## config.mk

```make
export PLATFORM = sky130hd
export DESIGN_NAME = btn_conditioner
export DESIGN_NICKNAME = d
export VERILOG_FILES = /design/src/rtl/btn_pkg.sv /design/src/rtl/btn_channel.sv /design/src/rtl/btn_conditioner.sv
export SDC_FILE = /design/constraint.sdc
export NUM_CORES = 1
export LEC_CHECK = 0
export CORE_UTILIZATION = 40
export CTS_BUF_LIST = sky130_fd_sc_hd__clkbuf_4
export CTS_CLUSTER_DIAMETER = 100
export DETAILED_ROUTE_END_ITERATION = 16
export GPL_TIMING_DRIVEN = 1
export SYNTH_ARGS = -nofsm -noshare
export SYNTH_HDL_FRONTEND = slang
export SYNTH_HIERARCHICAL = 1
export SYNTH_SLANG_ARGS = --single-unit
```

## constraint.sdc

```tcl
create_clock -name tclk -period 2.4 [get_ports tclk]
set_clock_uncertainty 0.05 [all_clocks]
set_input_delay 0.48 -clock tclk [delete_from_list [all_inputs] [get_ports tclk]]
set_output_delay 0.48 -clock tclk [all_outputs]
set_load 0.005 [all_outputs]
```

## src/rtl/btn_pkg.sv

```systemverilog
`default_nettype none
// ============================================================================
//  Module      : btn_pkg
//  Description : Shared types and helpers for the push-button conditioner.
//  Revision    : 1.0  initial release
// ============================================================================
package btn_pkg;

  // Per-channel debounce / hold state
  typedef enum logic [2:0] {
    REL     = 3'd0,
    REL_CHK = 3'd1,
    PRS     = 3'd2,
    PRS_CHK = 3'd3,
    HLD     = 3'd4
  } btn_state_e;

  // Bits needed to hold 0..max_val inclusive, never less than one
  function automatic int cnt_w(input int max_val);
    int w;
    w = $clog2(max_val + 1);
    return (w < 1) ? 1 : w;
  endfunction

endpackage
`default_nettype wire

```

## src/rtl/btn_channel.sv

```systemverilog
`default_nettype none
// ============================================================================
//  Module      : btn_channel
//  Description : One button channel: synchroniser, polarity fix, debounce
//                FSM, press/release pulses, long-press and auto-repeat.
//  Revision    : 1.0  initial release
// ============================================================================
module btn_channel
  import btn_pkg::*;
#(
  parameter int SYNC_STAGES     = 2,
  parameter int ACTIVE_LOW      = 1,
  parameter int DEBOUNCE_CYCLES = 65536,
  parameter int HOLD_CYCLES     = 16777216,
  parameter int REPEAT_CYCLES   = 2097152
) (
  input  logic tclk,
  input  logic rst,
  input  logic raw,
  output logic level,
  output logic rise,
  output logic fall,
  output logic hold,
  output logic evt
);

  localparam int DB_W   = cnt_w(DEBOUNCE_CYCLES);
  localparam int HOLD_W = cnt_w(HOLD_CYCLES);
  localparam int REP_W  = cnt_w(REPEAT_CYCLES);

  localparam logic              C_RELEASED  = (ACTIVE_LOW != 0);
  localparam logic [DB_W-1:0]   C_DEB_LAST  = DB_W'(DEBOUNCE_CYCLES - 1);
  localparam logic [HOLD_W-1:0] C_HOLD_LAST = HOLD_W'(HOLD_CYCLES - 1);
  localparam logic [HOLD_W-1:0] C_HOLD_MAX  = HOLD_W'(HOLD_CYCLES);
  localparam logic [REP_W-1:0]  C_REP_LAST  = REP_W'((REPEAT_CYCLES > 0) ? REPEAT_CYCLES - 1 : 0);

  logic [SYNC_STAGES-1:0] r_sync;
  logic                   w_p;

  btn_state_e        r_state, nxt_state;
  logic [DB_W-1:0]   r_db, nxt_db;
  logic [HOLD_W-1:0] r_hold_cnt, nxt_hold_cnt;
  logic [REP_W-1:0]  r_rep, nxt_rep;
  logic              r_level, nxt_level;
  logic              r_hold, nxt_hold;
  logic              r_rise, nxt_rise;
  logic              r_fall, nxt_fall;
  logic              r_evt, nxt_evt;
  logic              w_accept, w_release;

  // Synchroniser chain; resets to the idle pin level so reset never looks like a press
  always_ff @(posedge tclk) begin
    if (rst) r_sync <= {SYNC_STAGES{C_RELEASED}};
    else     r_sync <= {r_sync[SYNC_STAGES-2:0], raw};
  end

  assign w_p = r_sync[SYNC_STAGES-1] ^ C_RELEASED;

  // State, counters and registered outputs
  always_ff @(posedge tclk) begin
    if (rst) begin
      r_state    <= REL;
      r_db       <= '0;
      r_hold_cnt <= '0;
      r_rep      <= '0;
      r_level    <= 1'b0;
      r_hold     <= 1'b0;
      r_rise     <= 1'b0;
      r_fall     <= 1'b0;
      r_evt      <= 1'b0;
    end else begin
      r_state    <= nxt_state;
      r_db       <= nxt_db;
      r_hold_cnt <= nxt_hold_cnt;
      r_rep      <= nxt_rep;
      r_level    <= nxt_level;
      r_hold     <= nxt_hold;
      r_rise     <= nxt_rise;
      r_fall     <= nxt_fall;
      r_evt      <= nxt_evt;
    end
  end

  // Next-state logic; hold/repeat timing runs while the debounced level is 1,
  // including bounce checks, so a short glitch never shifts hold or repeat ticks
  always_comb begin
    nxt_state    = r_state;
    nxt_db       = r_db;
    nxt_hold_cnt = r_hold_cnt;
    nxt_rep      = r_rep;
    nxt_level    = r_level;
    nxt_hold     = r_hold;
    nxt_rise     = 1'b0;
    nxt_fall     = 1'b0;
    nxt_evt      = 1'b0;
    w_accept     = 1'b0;
    w_release    = 1'b0;

    if (r_state == PRS || r_state == HLD || r_state == PRS_CHK) begin
      if (!r_hold) begin
        if (r_hold_cnt == C_HOLD_LAST) begin
          nxt_hold_cnt = C_HOLD_MAX;
          nxt_hold     = 1'b1;
          nxt_evt      = 1'b1;
          nxt_rep      = '0;
        end else begin
          nxt_hold_cnt = r_hold_cnt + 1'b1;
        end
      end else if (REPEAT_CYCLES > 0) begin
        if (r_rep == C_REP_LAST) begin
          nxt_rep = '0;
          nxt_evt = 1'b1;
        end else begin
          nxt_rep = r_rep + 1'b1;
        end
      end
    end

    case (r_state)
      REL: begin
        if (w_p) begin
          if (DEBOUNCE_CYCLES == 1) begin
            w_accept = 1'b1;
          end else begin
            nxt_state = REL_CHK;
            nxt_db    = DB_W'(1);
          end
        end
      end
      REL_CHK: begin
        if (!w_p) begin
          nxt_state = REL;
          nxt_db    = '0;
        end else if (r_db == C_DEB_LAST) begin
          w_accept = 1'b1;
        end else begin
          nxt_db = r_db + 1'b1;
        end
      end
      PRS, HLD: begin
        if (!w_p) begin
          if (DEBOUNCE_CYCLES == 1) begin
            w_release = 1'b1;
          end else begin
            nxt_state = PRS_CHK;
            nxt_db    = DB_W'(1);
          end
        end else begin
          nxt_state = nxt_hold ? HLD : PRS;
        end
      end
      PRS_CHK: begin
        if (w_p) begin
          nxt_state = nxt_hold ? HLD : PRS;
          nxt_db    = '0;
        end else if (r_db == C_DEB_LAST) begin
          w_release = 1'b1;
        end else begin
          nxt_db = r_db + 1'b1;
        end
      end
      default: begin
        nxt_state = REL;
        nxt_db    = '0;
      end
    endcase

    if (w_accept) begin
      nxt_state    = PRS;
      nxt_db       = '0;
      nxt_hold_cnt = '0;
      nxt_rep      = '0;
      nxt_level    = 1'b1;
      nxt_rise     = 1'b1;
      nxt_evt      = 1'b1;
    end

    if (w_release) begin
      nxt_state    = REL;
      nxt_db       = '0;
      nxt_hold_cnt = '0;
      nxt_rep      = '0;
      nxt_level    = 1'b0;
      nxt_hold     = 1'b0;
      nxt_fall     = 1'b1;
      nxt_evt      = 1'b0;
    end
  end

  assign level = r_level;
  assign rise  = r_rise;
  assign fall  = r_fall;
  assign hold  = r_hold;
  assign evt   = r_evt;

endmodule
`default_nettype wire

```

## src/rtl/btn_conditioner.sv

```systemverilog
`default_nettype none
// ============================================================================
//  Module      : btn_conditioner
//  Description : N-channel push-button front end (reset button + joypad).
//                Each channel is conditioned independently; any_pressed is
//                the OR of all debounced levels.
//  Revision    : 1.0  initial release
// ============================================================================
module btn_conditioner
  import btn_pkg::*;
#(
  parameter int NUM_BTNS        = 8,
  parameter int SYNC_STAGES     = 2,
  parameter int ACTIVE_LOW      = 1,
  parameter int DEBOUNCE_CYCLES = 65536,
  parameter int HOLD_CYCLES     = 16777216,
  parameter int REPEAT_CYCLES   = 2097152
) (
  input  logic                tclk,
  input  logic                rst,
  input  logic [NUM_BTNS-1:0] btn_raw,
  output logic [NUM_BTNS-1:0] level,
  output logic [NUM_BTNS-1:0] rise,
  output logic [NUM_BTNS-1:0] fall,
  output logic [NUM_BTNS-1:0] hold,
  output logic [NUM_BTNS-1:0] evt,      // rise or auto-repeat tick, 1 cycle
  output logic                any_pressed
);

  // One independent conditioner per button pin
  for (genvar i = 0; i < NUM_BTNS; i++) begin : g_ch
    btn_channel #(
      .SYNC_STAGES    (SYNC_STAGES),
      .ACTIVE_LOW     (ACTIVE_LOW),
      .DEBOUNCE_CYCLES(DEBOUNCE_CYCLES),
      .HOLD_CYCLES    (HOLD_CYCLES),
      .REPEAT_CYCLES  (REPEAT_CYCLES)
    ) u_ch (
      .tclk (tclk),
      .rst  (rst),
      .raw  (btn_raw[i]),
      .level(level[i]),
      .rise (rise[i]),
      .fall (fall[i]),
      .hold (hold[i]),
      .evt  (evt[i])
    );
  end

  assign any_pressed = |level;

endmodule
`default_nettype wire

```

; After elaboration in Yosys (flattened, before gate mapping)
; Index checks and enable logic that the tools add are counted.
[word_totals]
inputBits = 10
ram_bits = 0
latch_bits = 0
output_inout_bits = 41
memories = 0
ff_bits = 592
mem_bits_ro = 0
[op_classes]
div_mod_pow = 0
n_mul = 0
n_eq_ne = 112
n_shift = 0
n_bitwise = 8
n_mux = 248
n_addsub = 24
order_cmp = 0
reduce_logical = 97
[ops]
columns = cell, count
row1 = 17-bit 2-to-1 mux, 40
row2 = 17-bit one-hot mux with 4 select lines, 8
row3 = 22-bit 2-to-1 mux, 24
row4 = 25-bit by 1-bit adder with 25-bit output (second input constant), 8
row5 = 25-bit by 24-bit equality test with 1-bit output (second input constant), 8
row6 = 25-bit 2-to-1 mux, 8
row7 = 22-bit by 1-bit adder with 22-bit output (second input constant), 8
row8 = 22-bit by 21-bit equality test with 1-bit output (second input constant), 8
row9 = 17-bit by 1-bit adder with 17-bit output (second input constant), 8
row10 = 17-bit by 16-bit equality test with 1-bit output (second input constant), 8
row11 = 3-bit 2-to-1 mux, 40
row12 = 1-bit 2-to-1 mux, 112
row13 = 3-bit one-hot mux with 4 select lines, 8
row14 = 3-bit by 2-bit equality test with 1-bit output (second input constant), 16
row15 = 3-bit inequality test (second input constant), 16
row16 = 2-bit AND reduction, 24
row17 = 3-bit AND reduction, 16
row18 = 2-bit by 1-bit inequality test with 1-bit output (second input constant), 16
row19 = 2-bit inequality test (second input constant), 16
row20 = 2-bit OR reduction, 16
row21 = 3-bit by 1-bit equality test with 1-bit output (second input constant), 8
row22 = 3-bit equality test (second input constant), 8
row23 = 3-bit zero test, 8
row24 = 3-bit by 1-bit inequality test with 1-bit output (second input constant), 8
row25 = other kinds (6), 49

; Longest topological paths before layout
; Gate-level depths: netlist of run 1.
[depth]
word_depth = 8
mapped_depth = 9
mapped_depth_nobuf = 7

; Hierarchy
; Netlist of run 1, hierarchy kept.
[modules_own_cells]
columns = module, cells_each, area_each_um2, n_inst
row1 = btn_channel at g_ch[1].u_ch ..., 427, 3622.2, 6
row2 = btn_channel at g_ch[7].u_ch, 452, 3771.1, 1
row3 = btn_channel at g_ch[0].u_ch, 413, 3498.4, 1
row4 = btn_conditioner, 3, 16.3, 1

; Worst setup path before layout of run 1
; No wires, ideal clock.
[synth_timing]
kind = register -> register
from = register g_ch[0].u_ch.r_db[0]
to = register g_ch[0].u_ch.r_db[13]
required_time_ns = 2.233
arrival_time_ns = 2.139
setup_time_ns = 0.117
n_path_buf = 1
path_stages_with_launch = 8
slack_ns = 0.094
synth_period_minus_slack_ns = 2.306
path_cell_list = dfxtp_1 > ha_1 > nand4_1 > nor4_1 > a21oi_1 > o21ai_1 > buf_2 > nor2_1
[synth_between]
elab_chain_len = 5
word_cells_on_any_way = 12
[synth_rtl]
columns = item, line_no
row1 = start: declaration, btn_channel.sv:41  ; logic [DB_W-1:0] r_db, nxt_db;
row2 = start signal: assignment, btn_channel.sv:73  ; r_db <= nxt_db;
row3 = "parallel branches: the longest is 5 deep, another holds 17-bit by 1-bit adder with 17-bit output", -
; Several ways; the timed one is not identified.
; A chain may end at the register's enable or synchronous reset.

; Worst setup path in the final report of run 1
[layout_timing]
from = register g_ch[6].u_ch.r_level
to = output any_pressed
[layout_between]
elab_chain_len = 1
[layout_rtl]
columns = item, line_no
row1 = start: declaration, btn_channel.sv:44  ; logic r_level, nxt_level;
row2 = start signal: assignment, btn_channel.sv:76  ; r_level <= nxt_level;
row3 = 8-bit OR reduction, btn_conditioner.sv:50  ; assign any_pressed = |level;
row4 = end: declaration, btn_conditioner.sv:27  ; output logic any_pressed
; Every way passes these cells.

==> summary.md, run 1 <==
| Metric | Value |
|---|---|
| GRT Total Usage | 0.170 |
| Die Y | ~270 um |
| Hold_sp | btn_raw[4] |
| Total vias in the final route | 24.9k |
| Hold Crit Depth | 2 |
| DRT antenna net count | 0 |
| Detailed placement HPWL | 42,400 um |
| Global-route wire length before repair | 108,000 um |
| Yosys top cell area share | 0.408 |
| Delay-heaviest family, CP | flip-flops |
| Slew @ Worst Pin | 0.836 ns |
| Routed WL per cell | between 10 and 15 um |
| Headroom to the max-slew limit | 0.443 |
| Post-synth EDFFs | 0 |
| DRT Pass-1 Iters | 5 |
| Max Freq | 0.411 GHz |
| CTS Buf Count | 166 |
| P_sw | 0.00476 W |
| HP Class | in -> reg |
| Final period utilization | 1.01 |
| Unrepaired setup endpoints after global routing | true |
| Number of remaining DRC errors | 0 |
| Worst flop-to-flop path endpoint | g_ch[7].u_ch/r_rep[7] |
| Hold Path End | g_ch[4].u_ch/r_sync[0] |
| Clk root buf | clkbuf_4 |
| Syn Area/Cell | 8.46 um2 |
| TNS Setup | -0.0331 ns |
| Num Clock Sinks | 592 |
| Synth Area in Adders | 0.0103 |
| Most frequent cells after synthesis | 592 x dfxtp_1, 506 x nor2_1, 311 x nand2_1 |
| GRT overflow | 0 |
| Crit-path max cell delay | ~0.37 ns |
| CP cell instances | nor4_2, buf_4, nand2_2, buf_6 |
| DR vias/cell | 5.17 |
| IO Port Bufs | 50 |
| WP data required | 1.87 ns |
| WHS | 0.206 ns |
| Total die area | about 74,000 um2 |
| Area share of and/or/nand/nor cells after synthesis | 0.313 |
| DR iter-0 viols | between 1k and 1.5k |
| Critical path startpoint category | flip-flop |
| Leakage | ~12 nW |
| Mux cell area share after synthesis | 0.00349 |
| Core Rows | 98 |
| Syn. warnings | 6 |
| CP max FO | 4 |
| Sw Ratio | 0.240 |
| Mapped Cells | 3,430 |
| DP Area | 31,600 um2 |
| Post-synth top flop | dfxtp_1 |
| Nets@finish | 3,775 |
| Pin count of the biggest net entering global routing | 43 |
| Worst Path Buf+Inv | 2 |
| Cells on worst reg2reg path | 6 |
| Worst setup EP type | output port |
| Crit Path Class | reg -> out |
| WP data arrival | 1.90 ns |
| Syn nets | 3,464 |
| #FFs+latches synth | ~590 |
| Internal Power | about 0.015 W |
| Top post-synthesis cells by area | dfxtp_1 41%, nor2_1 6.5%, xor2_1 5.6% |
| Failing checks | negative setup slack |
| Worst skew pair latency | 0.96 ns |
| Post-route cell area | 34,000 um2 |
| Buffer depth of the longest clock path | 3 |
| Final GP Congestion | 0.793 |
| Async SR Flop Fraction | 0 |
| Pre-CTS WS | 0.110 ns |
| Util after Layout | 0.475 |
| Synth Area in Compound Gates | 0.123 |
| R2R setup slack | 0.14 ns |
| Min cycle time layout | about 2.4 ns |
| Syn Std Cell Area | 29,000 um2 |
| Synth cell types | 84 |
| Run status | complete, but fails checks |
| Boundary Pins | 51 |
| Clock power frac | 0.462 |
| Initial antenna violation count | 2 |
| Initial core utilization | 0.405 |
| Setup ws final | -0.0331 ns |
| Combinational share of power | 0.037 |
| Reg2reg start | g_ch[7].u_ch/r_hold_cnt[0] |
| Pwr dens | just under 600 nW/um2 |
| CTS tree | done |
| Sequential area share after synthesis | 0.408 |
| Fin. max-slew vios | 0 |
| Cell taking the most area after synthesis | dfxtp_1 |
| Number of max-cap violations | 0 |
| Vias in the first global route | ~23k |
| Layout area overhead | 17.2% |
| XOR/XNOR share of the synthesized area | 0.112 |
| Clock transition at path regs | 0.06 ns |
| Setup violations, final | 1 |
| H-tree Lvls | 4 |
| Die span in x | ~270 um |
| Share of layout cells above drive strength 1 | 0.167 |
| Seq pwr share | 0.501 |
| CP max-delay cell | dfxtp_4 |
| Final WL | 63,200 um |
| Core area | 71,600 um2 |
| Fill cells | between 7k and 8k |
| Largest family of logic cells by synthesized area | simple AND/OR/NAND/NOR gates |
| Final hold violation count | 0 |
| Count leader, synth | dfxtp_1 |
| VDD IR max | between 0.0003 and 0.0004 V |
area by class of cell:
| type | count | area, um2 | area share |
|---|---|---|---|
| Inverter | 53 | 199 | 0.00585 |
| Multi-Input combinational cell | 2669 | 16400 | 0.482 |
| Sequential cell | 592 | 11900 | 0.350 |
| Tap cell | 950 | 1190 | 0.0349 |
| Timing Repair Buffer | 259 | 2240 | 0.0658 |
| Clock buffer | 232 | 1740 | 0.0512 |
| Antenna cell | 1 | 2.50 | 0.0000736 |
| Clock inverter | 60 | 359 | 0.0106 |
per-layer routing:
metal / routed length, um / global-route usage
met5: 0 / 0
met2: 28100 / 0.266
met4: 1290 / 0.0676
met3: 2340 / 0.0373
met1: 31400 / 0.226
cell usage in the layout, fill, tap and decap left out, types with 17 or more instances in the layout:
cell type	instances
dfxtp_1	573
nor2_1	506
nand2_1	310
clkbuf_4	232
xor2_1	186
nand3_1	186
buf_4	185
xnor2_1	184
a21oi_1	160
o21ai_0	141
nand4_1	124
nor3_1	122
nor4_1	79
or3_1	65
inv_1	53
and4_1	41
and3_1	39
clkinv_1	38
nand2b_1	35
dlygate4sd2_1	35
nor3_2	32
or2_2	31
or4_1	31
o31ai_1	29
a31oi_1	27
ha_1	24
nor2b_1	17
how the worst max path moves through the flow:
| stage | startpoint | to | slack (ns) | cells past startpoint |
|---|---|---|---|---|
| after detailed placement | g_ch[0].u_ch/r_hold_cnt[11] | g_ch[0].u_ch/r_rep[10] | 0.11 | 7 |
| after floorplan | g_ch[0].u_ch/r_db[0] | g_ch[0].u_ch/r_db[13] | 0.09 | 7 |
| final | g_ch[6].u_ch/level | any_pressed | -0.03 | 4 |
| after global placement | g_ch[0].u_ch/r_hold_cnt[11] | g_ch[0].u_ch/r_rep[10] | 0.12 | 7 |
| after global routing | g_ch[6].u_ch/level | any_pressed | -0.19 | 4 |
| after CTS | g_ch[2].u_ch/level | any_pressed | -0.21 | 4 |
registers in the layout, indices dropped and copies added (netlist names):
name                  cells
g_ch.u_ch/r_sync         16
g_ch.u_ch/evt             8
g_ch.u_ch/r_hold_cnt    200
g_ch.u_ch/rise            8
g_ch.u_ch/r_state        24
g_ch.u_ch/r_rep         176
g_ch.u_ch/r_db          136
g_ch.u_ch/fall            8
g_ch.u_ch/level           8
g_ch.u_ch/hold            8
worst reg2reg max path, cell delays in order (launching register included):
cell and delay, ns:
dfxtp_1 0.36, ha_1 0.19, nand3_1 0.11, and4b_1 0.46
a21oi_2 0.29, or4_1 0.57, a21oi_1 0.15
timing repair:
item	4_1_cts	5_1_grt
resized for setup	77	15
endpoints found under the setup margin	40	121
cloned	0	1
pin swaps	1	6
setup buffers	8	3
hold buffers	8	0
hold endpoints to repair	17	0
power by group through the flow:
stage	combinational (W)	clock, W	sequential [W]
CTS	0.000739	0.00964	0.00993
global route	0.000820	0.0102	0.00993
finish	0.000742	0.00917	0.00993
detailed placement	0.000721	0	0.0102
global placement	0.000723	0	0.0102
floorplan	0.000421	0	0.0101
through the flow:
stage          power [W]  std cells
3_3_place_gp      0.0109       4503
4_1_cts           0.0203       4811
2_1_floorplan     0.0106       3430
5_1_grt           0.0209       4816
3_5_place_dp      0.0109       4503
6_report          0.0198       4816
cell families after synthesis:
group                      count (synthesis)
AOI/OAI and AO/OA                        535
xor gates and xnor gates                 370
adders and majority gates                 24
buffers and inverters                    170
DFF                                      592
muxes                                     10
and+or+nand+nor                         1729
No activity file was read; power rests on OpenSTA's default activity.
==> run 2: changes to the inputs <==
--- a/config.mk
+++ b/config.mk
@@ -5,11 +5,13 @@
 export SDC_FILE = /design/constraint.sdc
 export NUM_CORES = 1
 export LEC_CHECK = 0
+export CAP_MARGIN = 0
 export CORE_UTILIZATION = 40
 export CTS_BUF_LIST = sky130_fd_sc_hd__clkbuf_4
 export CTS_CLUSTER_DIAMETER = 100
 export DETAILED_ROUTE_END_ITERATION = 16
 export GPL_TIMING_DRIVEN = 1
+export PLACE_DENSITY = 0.64
 export SYNTH_ARGS = -nofsm -noshare
 export SYNTH_HDL_FRONTEND = slang
 export SYNTH_HIERARCHICAL = 1
==> run 2 against run 1 <==
- the flow now finishes without violations
- register-to-register slack improved by 0.03 ns
- worst setup slack improved by 0.036 ns
- final cell count fell by 0.31%
- utilization is 0.20 points lower
- largest cell class unchanged
- sequential cell count stayed put
- routed wire length down 2.2%
- combinational power shrank 2%
- clock-buffer cell count up 1
- non-clock buffer count down 9
- global-route usage down 0.20 points
- sequential share of layout area up 0.20 points
- critical path type unchanged
- sequential power about the same
==> summary.md, run 2 (same netlist as run 1, synthesis figures left out) <==
| Metric | Value |
|---|---|
| Run status | finished, final reports clean |
| Commonest non-fill, non-tap cell in the layout | dfxtp_1 |
| Max Freq | between 0.4 and 0.5 GHz |
| DR vias/cell | 5.17 |
| Clock transition at path regs | 0.06 ns |
| Die Y | 271 um |
| Core area | 71,600 um2 |
| Total die area | 73,600 um2 |
| Total vias in the final route | 24.8k |
| VDD IR max | approximately 0.00028 V |
| Final period utilization | 0.999 |
| Routed WL per cell | about 13 um |
| Global-route wire length before repair | 107,000 um |
| CTS tree | done |
| Leakage | 11.7 nW |
| Detailed placement HPWL | 41,800 um |
| Clk root buf | clkbuf_4 |
| Core Rows | 98 |
| Pwr dens | 580 nW/um2 |
| Final hold violation count | 0 |
| DRT Pass-1 Iters | 5 |
| Worst Path Buf+Inv | 1 |
| Crit-path max cell delay | 0.37 ns |
| Levels on crit path | 3 |
| IO Port Bufs | 50 |
| Slew @ Worst Pin | 0.845 ns |
| Boundary Pins | 51 |
| Crit Path Class | reg -> out |
| Util after Layout | 0.473 |
| Number of flip-flops in the largest register | 200 |
| Share of layout cells above drive strength 1 | 0.164 |
| DRT antenna net count | 0 |
| Hold Crit Depth | 2 |
| Final WL | 61,800 um |
| WP data required | about 1.9 ns |
| GRT Total Usage | 0.168 |
| Worst setup EP type | output port |
| Fin. max-slew vios | 0 |
| CP max-delay cell | dfxtp_4 |
| Min cycle time layout | 2.40 ns |
| HP Class | in -> reg |
| Pin count of the biggest net entering global routing | 43 |
| Num Clock Sinks | slightly below 600 |
| Number of max-cap violations | 0 |
| H-tree Lvls | 4 |
| Final GP Congestion | about 0.81 |
| CP cell instances | nor4_4, nand2_2, clkbuf_2 |
| Cells on worst reg2reg path | 8 |
| Pwr Total | 0.0196 W |
| Buffer depth of the longest clock path | 3 |
| Combinational share of power | 0.037 |
| Number of remaining DRC errors | 0 |
| Delay-heaviest family, CP | simple AND/OR/NAND/NOR gates |
| Unrepaired setup endpoints after global routing | true |
| GRT overflow | 0 |
| CTS Buf Count | 162 |
| Largest regs | g_ch.u_ch/r_hold_cnt (200), g_ch.u_ch/r_rep (176), g_ch.u_ch/r_db (136) |
| Seq pwr share | 0.506 |
| Initial core utilization | 0.405 |
| Worst skew pair latency | 0.97 ns |
| Die span in x | 271 um |
| Clock power frac | 0.457 |
| Headroom to the max-slew limit | 0.435 |
| Fill cells | 7,117 |
| CP max FO | 4 |
| Nets@finish | approximately 3.8k |
| Internal Power | around 0.015 W |
| WP data arrival | between 1.5 and 2 ns |
| Sw Ratio | 0.239 |
| Initial antenna violation count | 2 |
| Layout area overhead | 16.7% |
| DR iter-0 viols | 1,282 |
| Vias in the first global route | 23.3k |
| Most frequent cells in the layout | 569 x dfxtp_1, 506 x nor2_1, 310 x nand2_1, 233 x clkbuf_4 |
| P_sw | 0.00470 W |
| Setup violations, final | 0 |
| Reg with most FFs | g_ch.u_ch/r_hold_cnt |
| Critical path startpoint category | flip-flop |
[run 2: cell types whose count changed in the layout (fill, tap and decap cells not counted), sizes merged, moves of 2 or more]
cell,previous run,this run
diode,1,3
clkinvlp,4,2
clkdlybuf4s15,2,0
inv,59,56
dlygate4sd2,35,37
buf,203,194
clkinv,46,43
[run 2: per-layer routing]
metal,global-route usage,vias to the layer above,wire length [um]
met3,0.0387,107,2190
met5,0,-,0
li1,-,12900,-
met1,0.221,11500,30500
met2,0.266,329,27800
met4,0.0630,0,1270
[run 2: timing repair]
item                                   CTS  global route
hold buffers                             8             0
setup endpoints to repair               40            80
pin swaps                                2             9
setup buffers                            9             2
resized for setup                       87            14
endpoints found under the hold margin   37             0
cloned                                   0             1
[run 2: power groups by stage]
stage / sequential [W] / combinational [W] / clock [W]
floorplan: 0.0101 / 0.000421 / 0
CTS: 0.00994 / 0.000729 / 0.00942
global route: 0.00994 / 0.000807 / 0.00994
detailed placement: 0.0102 / 0.000709 / 0
global placement: 0.0102 / 0.000706 / 0
finish: 0.00994 / 0.000727 / 0.00898
[run 2: worst register-to-register path, cell delays in order (launching register included)]
cell,delay (ns)
dfxtp_1,0.39
nand4_1,0.16
or4_4,0.55
buf_4,0.18
nor2_1,0.17
nand4_1,0.17
o21ai_2,0.17
buf_4,0.19
nor2_1,0.06
[run 2: area by class of cell]
cell class | count | area (um2) | area share
clock buffer | 233 | 1750 | 0.0516
tap | 950 | 1190 | 0.0351
timing repair buffer | 250 | 2120 | 0.0625
sequential | 592 | 11900 | 0.352
inverter | 53 | 199 | 0.00587
clock inverter | 51 | 288 | 0.00850
antenna | 3 | 7.51 | 0.000222
multi-input combinational | 2669 | 16400 | 0.484
[run 2: per-stage QoR]
step	setup slack, ns	hold WS [ns]	instance area (um2)	instances	setup TNS (ns)
6_report	0.00341	0.176	33900	4801	0
5_1_grt	-0.175	0.0967	33900	4799	-0.175
4_1_cts	-0.254	0.0277	33800	4795	-0.438
3_5_place_dp	0.110	0.342	31500	4494	0
3_3_place_gp	0.110	0.342	31500	4494	0
2_1_floorplan	0.0939	0.339	29000	3430	0
[run 2: path summary, 6_finish.rpt]
kind	from	endpoint	slack, ns
worst min-delay path	btn_raw[4]	g_ch[4].u_ch/r_sync[0]	0.18
worst min register to register	g_ch[0].u_ch/r_sync[0]	g_ch[0].u_ch/r_sync[1]	0.34
worst max-delay path	g_ch[7].u_ch/level	any_pressed	0.003
worst max register to register	g_ch[0].u_ch/r_hold_cnt[5]	g_ch[0].u_ch/r_hold_cnt[18]	0.17
==> run 3: changes to the inputs <==
--- a/config.mk
+++ b/config.mk
@@ -6,6 +6,7 @@
 export NUM_CORES = 1
 export LEC_CHECK = 0
 export CAP_MARGIN = 0
+export CORE_MARGIN = 2
 export CORE_UTILIZATION = 40
 export CTS_BUF_LIST = sky130_fd_sc_hd__clkbuf_4
 export CTS_CLUSTER_DIAMETER = 100
==> run 3 against run 2 <==
- the flow now finishes with violations (negative setup slack)
- cell area grew 0.16%
- sequential share of layout area shrank 0.088 points
- utilization grew 0.073 points
- first-iteration DRC count grew 0.62%
- final cell count grew 0.12%
- critical endpoint unchanged
- largest power group unchanged
==> summary.md, run 3 (same netlist as run 1, synthesis figures left out) <==
| Metric | Value |
|---|---|
| Clk root buf | clkbuf_4 |
| Number of max-cap violations | 0 |
| CP max FO | 2 |
| Initial core utilization | 0.405 |
| Setup ws final | -0.0553 ns |
| Num Clock Sinks | 592 |
| Nets@finish | 3,758 |
| CP Launch Point | g_ch[2].u_ch/level |
| DRT antenna net count | 0 |
| Busiest grt layer | met2 |
| Crit Path Class | reg -> out |
| Worst setup path end | any_pressed |
| Die Y | 273 um |
| Slew @ Worst Pin | 0.867 ns |
| Core area | about 70,000 um2 |
| Total vias in the final route | 24.8k |
| Most frequent cells in the layout | 572 x dfxtp_1, 506 x nor2_1, 310 x nand2_1, 233 x clkbuf_4, 186 x xor2_1 |
| Critical path startpoint category | flip-flop |
| Pin count of the biggest net entering global routing | 43 |
| CTS tree | done |
| HP Class | in -> reg |
| Layout area overhead | 16.9% |
| CP cell instances | nor4_4, nand2_2, buf_2 |
| Worst skew pair latency | roughly 0.97 ns |
| H-tree Lvls | 4 |
| Final GP Congestion | 0.814 |
| CTS Buf Count | 167 |
| Delay-heaviest family, CP | simple AND/OR/NAND/NOR gates |
| Worst Path Buf+Inv | 1 |
| GRT overflow | 0 |
| Final hold violation count | 0 |
| M3 GR Usage | 0.0369 |
| DRT Pass-1 Iters | 5 |
| WHS | 0.135 ns |
| Cells on worst reg2reg path | 6 |
| WP data required | 1.87 ns |
| Reg with most FFs | g_ch.u_ch/r_hold_cnt |
| Hold Crit Depth | 2 |
| Final WL | 62,100 um |
| DR iter-0 viols | 1,290 |
| Reg2reg start | g_ch[0].u_ch/r_hold_cnt[11] |
| Util after Layout | 0.474 |
| Crit-path max cell delay | between 0.3 and 0.4 ns |
| Pwr Total | 0.0200 W |
| Die span in x | ~270 um |
| VDD IR max | 0.000273 V |
| R2R setup slack | around 0.12 ns |
| Fill cells | 7,106 |
| IO Port Bufs | 50 |
| Pwr dens | 590 nW/um2 |
| Met1 Track Usage GR | 0.221 |
| Failing checks | negative setup slack |
| Commonest non-fill, non-tap cell in the layout | dfxtp_1 |
| Number of remaining DRC errors | 0 |
| Levels on crit path | 3 |
| Core Rows | 98 |
| Buffer depth of the longest clock path | 3 |
| Leakage | 11.7 nW |
| Unrepaired setup endpoints after global routing | true |
| GRT Total Usage | 0.168 |
| Headroom to the max-slew limit | 0.421 |
| Final period utilization | 1.02 |
| Total die area | about 75,000 um2 |
| Min cycle time layout | 2.46 ns |
| CP max-delay cell | dfxtp_4 |
| Routed WL per cell | around 13 um |
| Setup violations, final | 1 |
| Fin. max-slew vios | 0 |
| Detailed placement HPWL | 41,800 um |
| Pre-CTS WS | -0.0106 ns |
| Largest regs | g_ch.u_ch/r_hold_cnt (200), g_ch.u_ch/r_rep (176), g_ch.u_ch/r_db (136) |
| Boundary Pins | between 50 and 60 |
| Share of layout cells above drive strength 1 | 0.163 |
| Clock transition at path regs | roughly 0.060 ns |
| DR vias/cell | 5.16 |
| Max Freq | slightly above 0.4 GHz |
| Global-route wire length before repair | approximately 110,000 um |
| Initial antenna violation count | 2 |
| GR Util met2 | 0.268 |
| Vias in the first global route | between 20k and 25k |
| Worst setup EP type | output port |
| Run status | complete, but fails checks |
| Number of flip-flops in the largest register | 200 |
| WP data arrival | 1.93 ns |
| Worst flop-to-flop path endpoint | g_ch[0].u_ch/r_rep[4] |
## run 3: cell type report
cell class	instances	area, um2	area share
multi-input cells	2669	16400	0.484
flip-flops and latches	592	11900	0.351
repair buffers	241	2040	0.0602
clock buffers	233	1750	0.0516
well taps	950	1190	0.0350
clock inverters	68	404	0.0119
inverters	53	199	0.00586
diodes	1	2.50	0.0000738
## run 3: routing by layer
metal  vias up  part of all wire
li1      12900                 -
met1     11400              0.50
met2       339              0.45
met3        96             0.036
met4         0             0.021
met5         -                 0
## run 3: worst min-delay path by stage
stage                             endpoint                    from  slack (ns)
finish              g_ch[3].u_ch/r_sync[0]              btn_raw[3]        0.13
CTS                 g_ch[3].u_ch/r_sync[0]              btn_raw[3]       0.005
detailed placement  g_ch[2].u_ch/r_sync[1]  g_ch[2].u_ch/r_sync[0]        0.34
global route        g_ch[3].u_ch/r_sync[0]              btn_raw[3]        0.04
floorplan           g_ch[0].u_ch/r_sync[1]  g_ch[0].u_ch/r_sync[0]        0.34
global placement    g_ch[6].u_ch/r_sync[1]  g_ch[6].u_ch/r_sync[0]        0.34
## run 3: metrics by stage
stage / TNS, ns / cell area, um2 / std cells
floorplan: 0 / 29000 / 3430
global placement: 0 / 31500 / 4489
detailed placement: -0.0109 / 31500 / 4489
CTS: -0.410 / 33800 / 4805
global route: -0.193 / 33900 / 4807
finish: -0.0553 / 33900 / 4807
## run 3: timing repair
action,4_1_cts,5_1_grt
endpoints found under the hold margin,17,0
hold buffers,8,0
setup buffers,6,1
cloned,1,0
setup endpoints to repair,43,147
pin swaps,3,5
resized for setup,80,20
## run 3: power breakdown
group	switching, W	internal, W
Sequential	0.0000684	0.00987
Clock	0.00431	0.00503
Combinational	0.000420	0.000298
Total	0.00480	0.0152
